--- config.mk ---
export PLATFORM = sky130hd
export DESIGN_NAME = mem_port_arbiter
export DESIGN_NICKNAME = d
export VERILOG_FILES = /design/src/rtl/mem_arb_pkg.sv /design/src/rtl/mem_arb_priority.sv /design/src/rtl/mem_port_arbiter.sv
export SDC_FILE = /design/constraint.sdc
export NUM_CORES = 1
export LEC_CHECK = 0
export ABC_AREA = 0
export CAP_MARGIN = 20
export CORE_AREA = 4 4 104 106
export DETAILED_ROUTE_END_ITERATION = 8
export DIE_AREA = 0 0 108 110
export DONT_BUFFER_PORTS = 1
export GPL_TIMING_DRIVEN = 0
export PLACE_DENSITY = 0.4
export SYNTH_ARGS = -nofsm -noshare
export SYNTH_HDL_FRONTEND = slang
export SYNTH_HIERARCHICAL = 1
export SYNTH_SLANG_ARGS = --single-unit
--- constraint.sdc ---
create_clock -name iClk -period 3.2 [get_ports iClk]
set_input_delay 0.32 -clock iClk [delete_from_list [all_inputs] [get_ports iClk]]
set_output_delay 0.32 -clock iClk [all_outputs]
set_load 0.01 [all_outputs]
--- src/rtl/mem_arb_pkg.sv ---
// Shared types and constants for the unified-memory port arbiter.
// Contents:
//   owner_t     - which requester owns the outstanding transaction
//   arb_state_t - arbiter state (idle / transaction outstanding)
//   FETCH_BE    - byte enables driven for every fetch command
package mem_arb_pkg;

    typedef enum logic {
        OWNER_FETCH = 1'b0,
        OWNER_DATA  = 1'b1
    } owner_t;

    typedef enum logic {
        ARB_IDLE = 1'b0,
        ARB_BUSY = 1'b1
    } arb_state_t;

    localparam logic [3:0] FETCH_BE = 4'hF;

endpackage

--- src/rtl/mem_arb_priority.sv ---
// Combinational winner select between the fetch and data requesters.
// Data wins a contested slot unless the data streak has reached its limit,
// in which case fetch is forced through.
// Ports:
//   fetch_req  - fetch request, already qualified with issue eligibility
//   data_req   - data request, already qualified with issue eligibility
//   streak_max - data streak counter is at its maximum
//   gnt        - one-hot grant: bit 0 = fetch, bit 1 = data, 2'b00 = none
module mem_arb_priority (
    input  logic       fetch_req,
    input  logic       data_req,
    input  logic       streak_max,
    output logic [1:0] gnt
);

    // Fixed priority with the starvation override for fetch
    always_comb begin
        gnt = 2'b00;
        case ({fetch_req, data_req})
            2'b01:   gnt = 2'b10;
            2'b10:   gnt = 2'b01;
            2'b11: begin
                if (streak_max) begin
                    gnt = 2'b01;
                end else begin
                    gnt = 2'b10;
                end
            end
            default: gnt = 2'b00;
        endcase
    end

endmodule

--- src/rtl/mem_port_arbiter.sv ---
// Shares one single-port, fixed-latency memory between the fetch requester
// (read-only) and the memory-stage requester (load/store). At most one
// transaction is outstanding; a new command may issue when idle or in the
// response cycle of the current one, giving one transaction per
// MEM_LATENCY cycles back-to-back.
// Ports:
//   iClk, iRst                    - clock, asynchronous active-low reset
//   iFetchReq/iFetchAddr          - fetch read request
//   iFetchFlush                   - drop the response of an outstanding fetch
//   oFetchGnt/oFetchValid/oFetchData - fetch command issued / read data
//   iDataReq/iDataWe/iDataAddr/iDataWData/iDataBe - load/store request
//   oDataGnt/oDataValid/oDataRData   - data command issued / completion
//   oMemEn/oMemWe/oMemAddr/oMemWData/oMemBe - memory command
//   iMemRData                     - memory read data, MEM_LATENCY after command
module mem_port_arbiter
    import mem_arb_pkg::*;
#(
    parameter int MEM_LATENCY     = 2,
    parameter int MAX_DATA_STREAK = 3,
    parameter int ADDR_W          = 32
) (
    input  logic              iClk,
    input  logic              iRst,
    input  logic              iFetchReq,
    input  logic [ADDR_W-1:0] iFetchAddr,
    input  logic              iFetchFlush,
    output logic              oFetchGnt,
    output logic              oFetchValid,
    output logic [31:0]       oFetchData,
    input  logic              iDataReq,
    input  logic              iDataWe,
    input  logic [ADDR_W-1:0] iDataAddr,
    input  logic [31:0]       iDataWData,
    input  logic [3:0]        iDataBe,
    output logic              oDataGnt,
    output logic              oDataValid,
    output logic [31:0]       oDataRData,
    output logic              oMemEn,
    output logic              oMemWe,
    output logic [ADDR_W-1:0] oMemAddr,
    output logic [31:0]       oMemWData,
    output logic [3:0]        oMemBe,
    input  logic [31:0]       iMemRData
);

    localparam int CNT_W    = $clog2(MEM_LATENCY + 1);
    localparam int STREAK_W = $clog2(MAX_DATA_STREAK + 1);

    localparam logic [CNT_W-1:0]    CNT_LOAD   = CNT_W'(MEM_LATENCY);
    localparam logic [CNT_W-1:0]    CNT_ONE    = CNT_W'(1);
    localparam logic [STREAK_W-1:0] STREAK_MAX = STREAK_W'(MAX_DATA_STREAK);
    localparam logic [STREAK_W-1:0] STREAK_ONE = STREAK_W'(1);

    arb_state_t          state_r;
    arb_state_t          state_nxt_s;
    logic [CNT_W-1:0]    cnt_r;
    owner_t              owner_r;
    logic                we_r;
    logic                flush_r;
    logic [STREAK_W-1:0] streak_r;

    logic                resp_s;
    logic                issue_ok_s;
    logic                streak_max_s;
    logic [1:0]          gnt_s;
    logic                fetch_gnt_s;
    logic                data_gnt_s;
    logic                any_gnt_s;

    // The response cycle doubles as an issue slot for the next command
    assign resp_s       = (state_r == ARB_BUSY) && (cnt_r == CNT_ONE);
    assign issue_ok_s   = (state_r == ARB_IDLE) || resp_s;
    assign streak_max_s = (streak_r == STREAK_MAX);

    mem_arb_priority u_priority (
        .fetch_req  (iFetchReq & issue_ok_s),
        .data_req   (iDataReq & issue_ok_s),
        .streak_max (streak_max_s),
        .gnt        (gnt_s)
    );

    assign fetch_gnt_s = gnt_s[0];
    assign data_gnt_s  = gnt_s[1];
    assign any_gnt_s   = fetch_gnt_s | data_gnt_s;

    // State register
    always_ff @(posedge iClk or negedge iRst) begin
        if (!iRst) begin
            state_r <= ARB_IDLE;
        end else begin
            state_r <= state_nxt_s;
        end
    end

    // Next-state logic: stay busy while a command is issued in the response cycle
    always_comb begin
        state_nxt_s = state_r;
        case (state_r)
            ARB_IDLE: begin
                if (any_gnt_s) begin
                    state_nxt_s = ARB_BUSY;
                end else begin
                    state_nxt_s = ARB_IDLE;
                end
            end
            ARB_BUSY: begin
                if (resp_s && !any_gnt_s) begin
                    state_nxt_s = ARB_IDLE;
                end else begin
                    state_nxt_s = ARB_BUSY;
                end
            end
            default: state_nxt_s = ARB_IDLE;
        endcase
    end

    // Transaction context: latency counter, owner, store flag, flush mark
    always_ff @(posedge iClk or negedge iRst) begin
        if (!iRst) begin
            cnt_r   <= '0;
            owner_r <= OWNER_FETCH;
            we_r    <= 1'b0;
            flush_r <= 1'b0;
        end else if (any_gnt_s) begin
            // A flush in the grant cycle belongs to the previous fetch only
            cnt_r   <= CNT_LOAD;
            owner_r <= data_gnt_s ? OWNER_DATA : OWNER_FETCH;
            we_r    <= data_gnt_s & iDataWe;
            flush_r <= 1'b0;
        end else if (state_r == ARB_BUSY) begin
            if (!resp_s) begin
                cnt_r <= cnt_r - CNT_ONE;
            end else begin
                cnt_r <= cnt_r;
            end
            flush_r <= flush_r | iFetchFlush;
        end else begin
            cnt_r   <= cnt_r;
            flush_r <= flush_r;
        end
    end

    // Data streak: counts data wins while fetch is kept waiting
    always_ff @(posedge iClk or negedge iRst) begin
        if (!iRst) begin
            streak_r <= '0;
        end else if (!iFetchReq || fetch_gnt_s) begin
            streak_r <= '0;
        end else if (data_gnt_s && !streak_max_s) begin
            streak_r <= streak_r + STREAK_ONE;
        end else begin
            streak_r <= streak_r;
        end
    end

    // Outputs: memory command from the winner, response routed to the owner
    always_comb begin
        oFetchGnt   = 1'b0;
        oDataGnt    = 1'b0;
        oMemEn      = 1'b0;
        oMemWe      = 1'b0;
        oMemAddr    = '0;
        oMemWData   = 32'h0000_0000;
        oMemBe      = 4'h0;
        oFetchValid = 1'b0;
        oFetchData  = 32'h0000_0000;
        oDataValid  = 1'b0;
        oDataRData  = 32'h0000_0000;
        if (iRst) begin
            oFetchGnt = fetch_gnt_s;
            oDataGnt  = data_gnt_s;
            oMemEn    = any_gnt_s;
            if (data_gnt_s) begin
                oMemWe    = iDataWe;
                oMemAddr  = iDataAddr;
                oMemWData = iDataWData;
                oMemBe    = iDataBe;
            end else if (fetch_gnt_s) begin
                oMemWe    = 1'b0;
                oMemAddr  = iFetchAddr;
                oMemWData = 32'h0000_0000;
                oMemBe    = FETCH_BE;
            end else begin
                oMemWe = 1'b0;
            end
            // A flush in the response cycle itself still suppresses the fetch
            if (resp_s && (owner_r == OWNER_FETCH) && !flush_r && !iFetchFlush) begin
                oFetchValid = 1'b1;
                oFetchData  = iMemRData;
            end else begin
                oFetchValid = 1'b0;
            end
            if (resp_s && (owner_r == OWNER_DATA)) begin
                oDataValid = 1'b1;
                oDataRData = we_r ? 32'h0000_0000 : iMemRData;
            end else begin
                oDataValid = 1'b0;
            end
        end else begin
            oFetchGnt = 1'b0;
        end
    end

endmodule

==> flow_summary_export.csv <==
group,metric,value,unit
cts,clk_pin_slew,0.04,ns
synthesis,synth_mux_area_frac,0.0129,
timing,setup-violations-final,0,
global_route,vias_in_the_first_global_route,1459,
synthesis,yosysSeqAreaShare,0.129,
final_layout,syn_to_final_growth,14.3,%
pwr,powerDensity,466,mW/mm^2
cts,cts-htree-levels,1,
drt,detail_route.drc_violations,0,
final_layout,ratio_of_cells_with_drive_above_1_in_the_final_layout,0.115,
synthesis,synth-seq-cells,8,
synthesis,number_of_distinct_library_cell_variants_in_the_gate_level_netlist_after_synthesis,27,
place,post_dp_cell_area,0.00171,mm^2
cts,tritoncts,"built",
drt,drt-wirelength-per-cell,20.8,um
drt,postRouteWirelength,7090,um
setup_path,critical_path.startpoint_type,"register",
die,top_level_ports,276,
die,die_y,110,um
timing,slew_headroom,0.665,
final_layout,stdcell_area,0.00177,mm^2
synthesis,synth_fa_ha_area_frac,0.0162,
setup_path,series_of_cell_instances_along_the_critical_path,"ha_1, nand2b_1, and2_1, a21boi_2, and2_1, nor2b_1, buf_2, buf_6, a22o_1",
synthesis,syn_avg_cell_area,7.58,um^2
timing,grt_setup_unrepaired,"no",
pwr,power.net_switching,0.000398,W
job,max_cap_violations,0,
setup_path,timing.setup.critical_path_class,"reg -> out",
global_route,global_route.usage.total,0.0918,
place,placedCellCount,337,
cts,clkLatencyLatePin,0.22,ns
setup_path,ff2ff_setup_slack,1.12,ns
final_layout,final_nets,350,
synthesis,combinational_family_with_the_most_area_after_synthesis,"simple AND/OR/NAND/NOR gates",
setup_path,crit_path_frequent_cell,"sky130_fd_sc_hd__and2_1",
final_layout,regArea,200,um^2
cts,clkSinkCount,8,
global_route,grtUsageMet1,0.117,
pwr,internal-power,0.000426,W
synthesis,synth.net_count,344,
drt,route.antenna.remaining_nets,0,
timing,max_slew.worst_pin.slew,0.499,ns
synthesis,compound_gate_portion_of_the_synthesized_area,0.224,
global_route,globalRouteOverflowTotal,0,
synthesis,count_of_warnings_emitted_by_yosys,6,
setup_path,worst-endpoint-arrival,2.64,ns
place,routabilityCongestion,0.703,
final_layout,multiInputGateArea,0.00114,mm^2
timing,finalCriticalPeriod,2.96,ns
timing,fmax,338,MHz
pwr,comb_power_share,0.644,
timing,final_min_period_over_clock_period,0.924,
die,die_width,108,um
final_layout,antenna_cells_inserted,0,
global_route,number_of_antenna_violations_at_the_first_check_in_global_routing,1,
place,dp.final_hpwl,6300,um
die,core_region_area,0.00977,mm^2
pwr,proportion_of_power_drawn_by_the_clock_network,0.142,
pwr,total_leakage_power,0.873,nW
global_route,grt.busiest_layer,"met2",
synthesis,mappedNetlistArea,0.00155,mm^2
timing,setup_slack_of_the_critical_path_after_layout,0.244,ns
global_route,global_route.usage.met3,0.0192,
die,rows,36,
final_layout,finish.cell_count_without_fillers,341,
setup_path,path_max_fanout,10,
place,post_place_setup_slack,0.290,ns
setup_path,r2r_cells,8,
timing,fin_worst_skew,0.00294,ns
cts,numCtsBuffers,3,
timing,final_hold_viol_count,0,
drt,detail_route.first_pass.iterations,4,
pwr,ir_drop,0.241,mV
timing,maxSlewViolCount,0,
global_route,grt_pass1_wl,8340,um
worst_hold_path,worst_hold_path.num_cells,2,
synthesis,synthXorXnorAreaFrac,0.00566,
run_status,outcome,"completed",
setup_path,critical_path_required,2.88,ns
place,io_buf_count,0,
die,die_area,0.0119,mm^2
setup_path,critical_path.endpoint_type,"output pin",
die,initial_core_util,0.158,
drt,post_drt_via_cell_ratio,4.80,
pwr,seqPwrFrac,0.214,
timing,tns,0,ns
worst_hold_path,hold_path_class,"in -> reg",
setup_path,cp_slowest_cell,"sky130_fd_sc_hd__dfrtp_1",
setup_path,cp_slowest_stage_delay,0.39,ns
drt,via_count,1637,
global_route,grt_max_degree,11,
pwr,netSwitchingFraction,0.483,
synthesis,synth_simple_gate_area_frac,0.478,
cts,clockRootBuffer,"sky130_fd_sc_hd__clkbuf_8",
synthesis,postSynthCellCount,204,
drt,drt_first_iter_violations,82,
timing,fin_worst_hold_slack,0.242,ns
final_layout,n_fill_cell,1130,
global_route,grt_use_met2,0.163,
cts,cts-root-to-sink-buffers,2,
==> cells by family (layout without fill, tap and decap cells) <==
group | after synthesis | in the layout
AOI/OAI and AO/OA | 43 | 43
muxes | 2 | 2
and+or+nand+nor | 117 | 117
DFF | 8 | 8
xor gates and xnor gates | 1 | 1
buffers and inverters | 31 | 35
adders and majority gates | 2 | 2
==> worst max-delay path, delay by kind of cell (launching register included) <==
family | cells | cell delay, ns
and+or+nand+nor | 4 | 0.91
buffers and inverters | 2 | 0.37
DFF | 1 | 0.39
AOI/OAI and AO/OA | 2 | 0.50
adders and majority gates | 1 | 0.24
==> layer usage <==
metal  vias to the layer above  wire length (um)
li1                        719                 -
met1                       759              2730
met2                       153              3600
met3                         4               727
met4                         2                10
met5                         -                12
==> through the flow <==
| stage | total power [W] | utilization |
|---|---|---|
| global placement | 0.000707 | 0.175 |
| finish | 0.000824 | 0.181 |
| detailed placement | 0.000712 | 0.175 |
| floorplan | 0.000609 | - |
| CTS | 0.000841 | 0.180 |
| global route | 0.000903 | 0.181 |
==> cells in the mapped netlist (all sizes together) <==
| cell type | n | area (um^2) |
|---|---|---|
| a21boi | 2 | 15.0 |
| a21o | 1 | 7.51 |
| a21oi | 6 | 30.0 |
| a22o | 33 | 289 |
| and2 | 68 | 425 |
| and2b | 1 | 10.0 |
| and3 | 33 | 206 |
| and4 | 1 | 8.76 |
| buf | 16 | 150 |
| clkbuf | 7 | 26.3 |
| dfrtp | 8 | 200 |
| ha | 2 | 25.0 |
| inv | 8 | 30.0 |
| mux2i | 2 | 20.0 |
| nand2 | 4 | 15.0 |
| nand2b | 2 | 12.5 |
| nand3 | 1 | 10.0 |
| nor2 | 2 | 7.51 |
| nor2b | 1 | 6.26 |
| nor3 | 2 | 10.0 |
| nor4 | 1 | 21.3 |
| o21ai | 1 | 5.00 |
| or2 | 1 | 6.26 |
| xor2 | 1 | 8.76 |
==> cell type report <==
| cell class | instances | share of cell area |
|---|---|---|
| buffer | 23 | 0.0998 |
| clock buffer | 3 | 0.0234 |
| inverter | 8 | 0.0170 |
| multi-input combinational | 165 | 0.647 |
| sequential | 8 | 0.113 |
| tap | 133 | 0.0941 |
| timing repair buffer | 1 | 0.00566 |
==> worst paths after layout <==
check                          start            to
min in group asynchronous       iRst   streak_r[1]
min reg2reg                 cnt_r[1]      cnt_r[1]
max in group asynchronous       iRst      cnt_r[0]
min                        iFetchReq   streak_r[1]
max reg2reg                 cnt_r[0]   streak_r[0]
max                         cnt_r[0]  oMemAddr[23]
==> sequential cells by signal, summed over array words and instances (netlist names) <==
| register | cells |
|---|---|
| cnt_r | 2 |
| we_r | 1 |
| flush_r | 1 |
| state_r | 1 |
| streak_r | 2 |
| owner_r | 1 |
==> power by group through the flow <==
stage                     Combinational [W]  Clock, W  Sequential (W)
after floorplan                    0.000439         0        0.000170
after global placement             0.000530         0        0.000177
after detailed placement           0.000534         0        0.000178
after CTS                          0.000541  0.000123        0.000177
after global routing               0.000590  0.000130        0.000183
final                              0.000531  0.000117        0.000176
==> what timing repair did <==
item                                    in CTS  in global routing
endpoints found under the hold margin        8                  0
endpoints found under the setup margin       0                 30
buffers inserted                             0                  0
gates resized for setup                      0                  1
hold buffers                                 1                  0
==> cells in the final DEF, fill, tap and decap left out, drive strengths merged, types with 2 or more instances in the layout <==
cell    count
and3       33
nor3        2
nand2b      2
nor2        2
buf        16
dfrtp       8
nand2       4
ha          2
and2       68
clkbuf     10
a21boi      2
a21oi       6
a22o       33
mux2i       2
inv         8
Note: power is estimated with default switching activity, not from simulation.
